===== src/rtl/song_pkg.sv =====
// Shared types and constants for the song sequencer: FSM states, ROM entry layout
// and the rules for turning a raw entry into a playable note and beat count.
package song_pkg;

  localparam int unsigned ENTRY_W  = 8;
  localparam int unsigned NOTE_W   = 4;
  localparam int unsigned DUR_W    = 4;
  localparam int unsigned NOTE_LSB = 4;
  localparam int unsigned DUR_LSB  = 0;
  localparam int unsigned SEL_W    = 2;

  localparam logic [NOTE_W-1:0] NOTE_REST = 4'd0;
  localparam logic [NOTE_W-1:0] NOTE_END  = 4'hF;
  localparam logic [NOTE_W-1:0] NOTE_MAX  = 4'd7;

  typedef enum logic [2:0] {
    IDLE,
    FETCH,
    PLAY,
    GAP,
    DONE
  } state_t;

  typedef struct packed {
    logic [NOTE_W-1:0] note;
    logic [DUR_W-1:0]  dur;
  } entry_t;

  // Codes above NOTE_MAX (other than END) play as silence.
  function automatic logic [NOTE_W-1:0] play_note(input entry_t e);
    return (e.note <= NOTE_MAX) ? e.note : NOTE_REST;
  endfunction

  // A zero duration still occupies one beat.
  function automatic logic [DUR_W-1:0] beats_of(input entry_t e);
    return (e.dur == '0) ? DUR_W'(1) : e.dur;
  endfunction

endpackage


===== src/rtl/song_player_if.sv =====
// Control/status bundle between a song_player and whoever drives it.
interface song_player_if import song_pkg::*; ();

  logic              start;
  logic              pause;
  logic              stop;
  logic [SEL_W-1:0]  song_sel;
  logic [NOTE_W-1:0] song_note;
  logic              playing;
  logic              done;

  modport master (
    output start, pause, stop, song_sel,
    input  song_note, playing, done
  );

  modport slave (
    input  start, pause, stop, song_sel,
    output song_note, playing, done
  );

endinterface


===== src/rtl/song_rom.sv =====
// Synchronous-read song ROM; contents come from the ROM_DATA parameter
// (entry at address a lives in bits [8a+7:8a]).
module song_rom import song_pkg::*; #(
  parameter int unsigned AW = 8,
  parameter logic [ENTRY_W*(2**AW)-1:0] ROM_DATA = {(2**AW){8'hF0}}
) (
  input  logic          clk,
  input  logic          rst_n,
  input  logic [AW-1:0] addr,
  output entry_t        data
);

  localparam int unsigned DEPTH = 2**AW;

  logic [ENTRY_W-1:0] mem [DEPTH];

  for (genvar i = 0; i < DEPTH; i++) begin : g_mem
    assign mem[i] = ROM_DATA[i*ENTRY_W +: ENTRY_W];
  end

  always_ff @(posedge clk or negedge rst_n) begin
    if (!rst_n) begin
      data <= '0;
    end else begin
      data <= '{note: mem[addr][NOTE_LSB +: NOTE_W], dur: mem[addr][DUR_LSB +: DUR_W]};
    end
  end

endmodule


===== src/rtl/song_player.sv =====
// Walks one song in ROM entry by entry, holding each note for its beat count
// followed by an optional silent gap; start/pause/stop control the walk.
module song_player import song_pkg::*; #(
  parameter int unsigned CLK_PER_BEAT = 25_000_000,
  parameter int unsigned GAP_CYCLES   = 2_500_000,
  parameter int unsigned ADDR_W       = 6,
  parameter logic [ENTRY_W*(2**(ADDR_W+SEL_W))-1:0] ROM_DATA = {(2**(ADDR_W+SEL_W)){8'hF0}}
) (
  input  logic         clk,
  input  logic         rst_n,
  song_player_if.slave bus
);

  localparam int unsigned ROM_AW   = ADDR_W + SEL_W;
  localparam int unsigned DIV_W    = $clog2(CLK_PER_BEAT);
  localparam int unsigned GAP_W    = (GAP_CYCLES > 0) ? $clog2(GAP_CYCLES + 1) : 1;
  localparam int unsigned DIV_LAST = CLK_PER_BEAT - 1;
  localparam int unsigned GAP_LAST = (GAP_CYCLES > 0) ? GAP_CYCLES - 1 : 0;

  state_t              state_q, state_d;
  logic [ADDR_W-1:0]   idx_q, idx_d;
  logic [SEL_W-1:0]    sel_q, sel_d;
  logic [DIV_W-1:0]    div_q, div_d;
  logic [DUR_W-1:0]    beat_q, beat_d;
  logic [GAP_W-1:0]    gap_q, gap_d;
  logic [NOTE_W-1:0]   note_q, note_d;
  logic                playing_q, done_q;
  logic                adv;
  logic [ROM_AW-1:0]   rom_addr;
  entry_t              rom_q;

  // Address is the next-cycle index so the entry is ready during FETCH.
  song_rom #(
    .AW       (ROM_AW),
    .ROM_DATA (ROM_DATA)
  ) u_rom (
    .clk   (clk),
    .rst_n (rst_n),
    .addr  (rom_addr),
    .data  (rom_q)
  );

  always_comb begin
    state_d = state_q;
    idx_d   = idx_q;
    sel_d   = sel_q;
    div_d   = div_q;
    beat_d  = beat_q;
    gap_d   = gap_q;
    note_d  = note_q;
    adv     = 1'b0;

    unique case (state_q)
      IDLE: begin
        if (bus.start) begin
          sel_d   = bus.song_sel;
          idx_d   = '0;
          state_d = FETCH;
        end
      end
      FETCH: begin
        if (rom_q.note == NOTE_END) begin
          note_d  = NOTE_REST;
          state_d = DONE;
        end else begin
          note_d  = play_note(rom_q);
          beat_d  = beats_of(rom_q);
          div_d   = '0;
          state_d = PLAY;
        end
      end
      PLAY: begin
        if (!bus.pause) begin
          if (div_q == DIV_W'(DIV_LAST)) begin
            div_d  = '0;
            beat_d = beat_q - DUR_W'(1);
            if (beat_q == DUR_W'(1)) begin
              if (GAP_CYCLES > 0) begin
                note_d  = NOTE_REST;
                gap_d   = '0;
                state_d = GAP;
              end else begin
                adv = 1'b1;
              end
            end
          end else begin
            div_d = div_q + DIV_W'(1);
          end
        end
      end
      GAP: begin
        if (!bus.pause) begin
          if (gap_q == GAP_W'(GAP_LAST)) begin
            gap_d = '0;
            adv   = 1'b1;
          end else begin
            gap_d = gap_q + GAP_W'(1);
          end
        end
      end
      DONE: begin
        note_d  = NOTE_REST;
        state_d = IDLE;
      end
      default: begin
        note_d  = NOTE_REST;
        state_d = IDLE;
      end
    endcase

    // The last slot ends the song rather than wrapping the index.
    if (adv) begin
      note_d = NOTE_REST;
      if (idx_q == '1) begin
        state_d = DONE;
      end else begin
        idx_d   = idx_q + ADDR_W'(1);
        state_d = FETCH;
      end
    end

    if (bus.stop) begin
      state_d = IDLE;
      note_d  = NOTE_REST;
      div_d   = '0;
      beat_d  = '0;
      gap_d   = '0;
    end

    rom_addr = {sel_d, idx_d};
  end

  always_ff @(posedge clk or negedge rst_n) begin
    if (!rst_n) begin
      state_q   <= IDLE;
      idx_q     <= '0;
      sel_q     <= '0;
      div_q     <= '0;
      beat_q    <= '0;
      gap_q     <= '0;
      note_q    <= NOTE_REST;
      playing_q <= 1'b0;
      done_q    <= 1'b0;
    end else begin
      state_q   <= state_d;
      idx_q     <= idx_d;
      sel_q     <= sel_d;
      div_q     <= div_d;
      beat_q    <= beat_d;
      gap_q     <= gap_d;
      note_q    <= note_d;
      playing_q <= (state_d != IDLE);
      done_q    <= (state_d == DONE);
    end
  end

  assign bus.song_note = note_q;
  assign bus.playing   = playing_q;
  assign bus.done      = done_q;

endmodule

===== src/flat_wrapper.sv =====
// flat-port wrapper written by rule: the top's interface ports become plain ports
module song_player_flat import song_pkg::*;
#(
  parameter int unsigned CLK_PER_BEAT = 25_000_000,
  parameter int unsigned GAP_CYCLES   = 2_500_000,
  parameter int unsigned ADDR_W       = 6,
  parameter logic [ENTRY_W*(2**(ADDR_W+SEL_W))-1:0] ROM_DATA = {(2**(ADDR_W+SEL_W)){8'hF0}}
)
  (clk, rst_n, bus_start, bus_pause, bus_stop, bus_song_sel, bus_song_note, bus_playing, bus_done);
  song_player_if bus_i ();
  input  logic clk;
  input  logic rst_n;
  input wire logic [$bits(bus_i.start)-1:0] bus_start;
  input wire logic [$bits(bus_i.pause)-1:0] bus_pause;
  input wire logic [$bits(bus_i.stop)-1:0] bus_stop;
  input wire logic [$bits(bus_i.song_sel)-1:0] bus_song_sel;
  output wire logic [$bits(bus_i.song_note)-1:0] bus_song_note;
  output wire logic [$bits(bus_i.playing)-1:0] bus_playing;
  output wire logic [$bits(bus_i.done)-1:0] bus_done;
  assign bus_i.start = bus_start;
  assign bus_i.pause = bus_pause;
  assign bus_i.stop = bus_stop;
  assign bus_i.song_sel = bus_song_sel;
  assign bus_song_note = bus_i.song_note;
  assign bus_playing = bus_i.playing;
  assign bus_done = bus_i.done;
  song_player #(.CLK_PER_BEAT(CLK_PER_BEAT), .GAP_CYCLES(GAP_CYCLES), .ADDR_W(ADDR_W), .ROM_DATA(ROM_DATA)) u_core (.clk(clk), .rst_n(rst_n), .bus(bus_i));
endmodule

===== config.mk =====
export PLATFORM = sky130hd
export DESIGN_NAME = song_player_flat
export DESIGN_NICKNAME = d
export VERILOG_FILES = /design/src/rtl/song_pkg.sv /design/src/rtl/song_player_if.sv /design/src/rtl/song_rom.sv /design/src/rtl/song_player.sv /design/src/flat_wrapper.sv
export SDC_FILE = /design/constraint.sdc
export NUM_CORES = 1
export LEC_CHECK = 0
export ABC_AREA = 1
export CAP_MARGIN = 40
export CORE_MARGIN = 2
export CORE_UTILIZATION = 50
export DETAILED_ROUTE_END_ITERATION = 10
export PLACE_DENSITY = 0.65
export SYNTH_ARGS = -nofsm -noshare
export SYNTH_HDL_FRONTEND = slang
export SYNTH_SLANG_ARGS = --single-unit

===== constraint.sdc =====
create_clock -name clk -period 2.3 [get_ports clk]
set_input_delay 0.23 -clock clk [delete_from_list [all_inputs] [get_ports clk]]
set_output_delay 0.23 -clock clk [all_outputs]
set_load 0.005 [all_outputs]

==> results.md <==
Status:
- The flow ran to the end, and the final reports show no timing, DRC or antenna violations.

Clock tree:
- The clock transition at the register clock pins on the worst setup and hold paths after CTS is 0.07 ns.
- Buffers inserted during clock tree synthesis total 9.
- The longest clock path from root to sink contains 2 buffers.
- In this run the number of H-tree levels came out at 3.
- For the worst-skew pair, the clock arrives at the later sink with an insertion delay of 0.35 ns.
- The buffer cell driving the clock tree root is sky130_fd_sc_hd__clkbuf_8.
- TritonCTS built the clock tree.
- Clock tree synthesis found a total of 63 sinks.

Finish:
- The combined flip-flop and latch cell area is 1580 um2.
- Cells with a size suffix above 1 make up 8.69% of the layout.
- The layout overhead on the synthesized area is 8.37%.
- The finished cells cover 4490 um2.
- The number of inserted filler cells in the final layout is 793.
- At the end of the flow the core is filled with cells to 55.2%.
- The number of nets at the end of the flow is 641.
- The library cell used most frequently in the layout, excluding fill and tap cells, is sky130_fd_sc_hd__nand2_1.
- The number of antenna diodes in the final layout is 0.
- The multi-input combinational cells in the finished layout cover a total of 2140 um2.
- The top cell types in the final layout, fill and taps aside, are sky130_fd_sc_hd__nand2_1 (155), sky130_fd_sc_hd__nor2_1 (98), sky130_fd_sc_hd__inv_1 (78).

Synth:
- After technology mapping, the gate count stands at 615.
- The number of distinct library cells after synthesis is 37.
- The average instance in the mapped netlist occupies 6.73 um2.
- In this run, synthesis produced a sequential element count of 63.
- The number of warnings reported in the yosys synthesis log is 0.
- The sequential element share of the synthesized area is 38.1%.
- After synthesis the cells add up to 4140 um2.

Floorplan:
- After floorplanning, the core was divided into 33 placement rows.
- The height of the die is 95.0 um.
- The die boundary width is 95.0 um.
- The effective utilization at floorplan is 50.9%.
- The number of primary I/O pins is 13.
- The core region area is 8130 um2.
- The area of the die is 9020 um2.

Timing:
- The maximum clock frequency is 489 MHz.
- The clock period minus final worst setup slack is 2.04 ns.
- The number of hold violations in the final report was 0.
- The number of pins exceeding their max-slew limit in the final report is 0.
- After routing, the total negative slack on setup checks comes to 0 ns.
- The part of the cycle the worst path needs is 88.9%.
- Setup repair after global routing left no endpoint under its margin.
- Setup violations remaining at the end of the flow were counted as 0.
- The final clock skew is 0.00949 ns.

Critical path:
- The end of the worst register-to-register path is u_core.gap_q[6].
- The critical path capture point type is a flip-flop.
- The worst flop-to-flop path startpoint is u_core.gap_q[0].
- The worst setup path category is reg -> reg.
- The arrival time of data at the critical path endpoint is 2.28 ns.
- STA classifies the critical path startpoint as a flip-flop.
- The signal on the critical path passes through ha_1 -> nand2_1 -> nor2_1 -> nand3_1 -> nor2_2 -> buf_4 -> nor2_2 -> buf_4 -> a21oi_1 -> a21oi_1.
- The setup check on the worst reg-to-reg path leaves a slack of 0.26 ns.
- The worst reg-to-reg path cell count is 10.
- The required time of the critical path is 2.54 ns.
- The delay contributed by the slowest stage of the critical path is 0.45 ns.
- The number of buffers and inverters on the critical path is 2.
- The largest individual stage delay along the critical path comes from the cell sky130_fd_sc_hd__dfrtp_1.
- The critical path starts at u_core.gap_q[0].
- In this design, the largest share of critical-path delay is due to simple AND/OR/NAND/NOR gates.
- The biggest fanout along the worst timing path is 6.

Hold path:
- In this run the worst hold path is classified as in -> async.

Global route:
- The first-pass GRT wire length is 17000 um.
- The initial antenna violation count was 0.
- The number of global-route vias before repair is 3658.
- Across every metal layer, demand over resource in global routing totals 24.1%.
- Entering global routing, the biggest net connects 64 pins.
- After global routing the overflow that remains totals 0.

Pwr:
- The worst-case IR drop observed on VDD is 0.000323 V.
- The analysis attributes to cell leakage a power of 2.01 nW.
- In this run the power density over the cells is 515 nW/um2.

Drt:
- Across all layers, the routed design uses 3893 vias.
- In the routed design, unresolved DRC markers number 0.
- The number of design-rule violations left by the first detailed-router iteration is 233.
- The final layout contains routed wiring with a total length of 9830 um.
- Dividing the detail-routed via count by the number of cells gives 5.28.
- Once detail routing completed, the nets flagged for antenna violations numbered 0.
- After detailed routing, the average wire length per cell comes to 13.3 um.
- For this run, the detailed router's first-pass iteration total came to 5.

Placed design:
- During placement, the flow inserted port buffers numbering 6.
- The congestion estimate from routability-driven global placement came to 0.930.
- The total cell area at the placement stage is 4310 um2.
- The final HPWL from detailed placement is 7130 um.

Flow run:
- The number of maximum-capacitance violations is 0.
## where the power goes
part | switching (W) | internal, W
clock network | 0.000462 | 0.000409
registers | 0.0000163 | 0.00113
logic | 0.000207 | 0.0000870
## what timing repair did
action | 4_1_cts | 5_1_grt
gates resized for setup | 0 | 1
buffers inserted | 0 | 0
endpoints found under the setup margin | 0 | 1
hold buffers | 1 | 0
hold endpoints to repair | 63 | 0
## worst max path at each step
stage / end / cells after the start
after CTS: u_core.bus.playing / 8
after global placement: u_core.bus.playing / 8
final: u_core.gap_q[6] / 10
after floorplan: u_core.idx_q[0] / 9
after global routing: u_core.gap_q[5] / 11
after detailed placement: u_core.bus.playing / 8
## through the flow
stage | hold slack, ns | std cells | setup WS, ns | total power [W]
after floorplan | -0.0656 | 618 | 0.600 | 0.00138
after global placement | 0.269 | 722 | 0.208 | 0.00145
after detailed placement | 0.273 | 722 | 0.181 | 0.00146
after CTS | 0.446 | 738 | 0.173 | 0.00232
after global routing | 0.482 | 738 | 0.107 | 0.00240
final | 0.424 | 738 | 0.256 | 0.00231
## worst register-to-register path, stage by stage (launching register included)
cell and delay [ns]:
sky130_fd_sc_hd__dfrtp_1 0.45, sky130_fd_sc_hd__ha_1 0.31, sky130_fd_sc_hd__nand2_1 0.13, sky130_fd_sc_hd__nor2_1 0.19, sky130_fd_sc_hd__nand3_1 0.11, sky130_fd_sc_hd__nor2_2 0.16
sky130_fd_sc_hd__buf_4 0.15, sky130_fd_sc_hd__nor2_2 0.06, sky130_fd_sc_hd__buf_4 0.16, sky130_fd_sc_hd__a21oi_1 0.15, sky130_fd_sc_hd__a21oi_1 0.06
## registers in the layout, indices dropped and copies added, names as in the netlist
name,cells
u_core.div_q,25
u_core.gap_q,22
u_core.idx_q,6
u_core.beat_q,4
u_core.state_q,3
u_core.bus.done,1
u_core.bus.playing,1
u_core.u_rom.data,1
## kinds of logic (layout without fill, tap and decap cells)
group	count (synthesis)	in the layout	share of synthesized area [%]
AOI/OAI and AO/OA	61	61	7.98
buffers and inverters	102	117	10.6
adders and majority gates	5	5	1.51
DFF	63	63	38.1
xor gates and xnor gates	8	8	1.69
and+or+nand+nor	374	374	39.9
other	2	5	0.181
## layout make-up
type,instances,area share (%)
clock inverter,4,0.502
multi-input combinational,453,47.7
clock buffer,11,3.15
timing repair buffer,18,3.57
inverter,84,7.03
sequential,63,35.1
tap,105,2.93
## Yosys cell counts
library cell	instances	area share, %
sky130_fd_sc_hd__o21a_1	1	0.18
sky130_fd_sc_hd__or2_2	3	0.45
sky130_fd_sc_hd__nor3_2	2	0.48
sky130_fd_sc_hd__inv_2	6	0.54
sky130_fd_sc_hd__xor2_1	7	1.5
sky130_fd_sc_hd__o31ai_1	1	0.18
sky130_fd_sc_hd__nand3_2	1	0.24
sky130_fd_sc_hd__o21bai_1	2	0.36
sky130_fd_sc_hd__nor2_4	2	0.54
sky130_fd_sc_hd__o21ai_0	9	1.1
sky130_fd_sc_hd__nand2_1	155	14
sky130_fd_sc_hd__xnor2_1	1	0.21
sky130_fd_sc_hd__conb_1	2	0.18
sky130_fd_sc_hd__buf_4	7	1.3
sky130_fd_sc_hd__buf_1	1	0.091
sky130_fd_sc_hd__a21oi_1	25	3.0
sky130_fd_sc_hd__nand3_1	61	7.4
sky130_fd_sc_hd__inv_1	78	7.1
sky130_fd_sc_hd__nor3b_1	2	0.36
sky130_fd_sc_hd__a21oi_2	1	0.21
sky130_fd_sc_hd__o21ai_1	19	2.3
sky130_fd_sc_hd__and2_1	1	0.15
sky130_fd_sc_hd__ha_1	5	1.5
sky130_fd_sc_hd__nand3b_1	2	0.36
sky130_fd_sc_hd__nor2_1	98	8.9
sky130_fd_sc_hd__nor2_2	7	1.1
sky130_fd_sc_hd__nor3_1	11	1.3
sky130_fd_sc_hd__o31ai_2	1	0.30
sky130_fd_sc_hd__nand2_4	2	0.54
sky130_fd_sc_hd__dfrtp_1	63	38
sky130_fd_sc_hd__buf_2	7	0.85
sky130_fd_sc_hd__nand2_2	3	0.45
sky130_fd_sc_hd__a211oi_1	1	0.18
sky130_fd_sc_hd__and3_1	1	0.15
sky130_fd_sc_hd__a31oi_1	1	0.15
sky130_fd_sc_hd__buf_6	3	0.82
sky130_fd_sc_hd__nand4_1	23	3.5
## per-layer routing
metal  GRT usage (%)  share of wire [%]  routed length (um)  vias up
li1                -                  -                   -     1973
met1            33.6                 49                4850     1825
met2            39.0                 45                4400       86
met3            3.11                4.4                 434        9
met4            7.85                1.4                 138        0
met5               0                  0                   0        -
(Power assumes the default switching activity.)
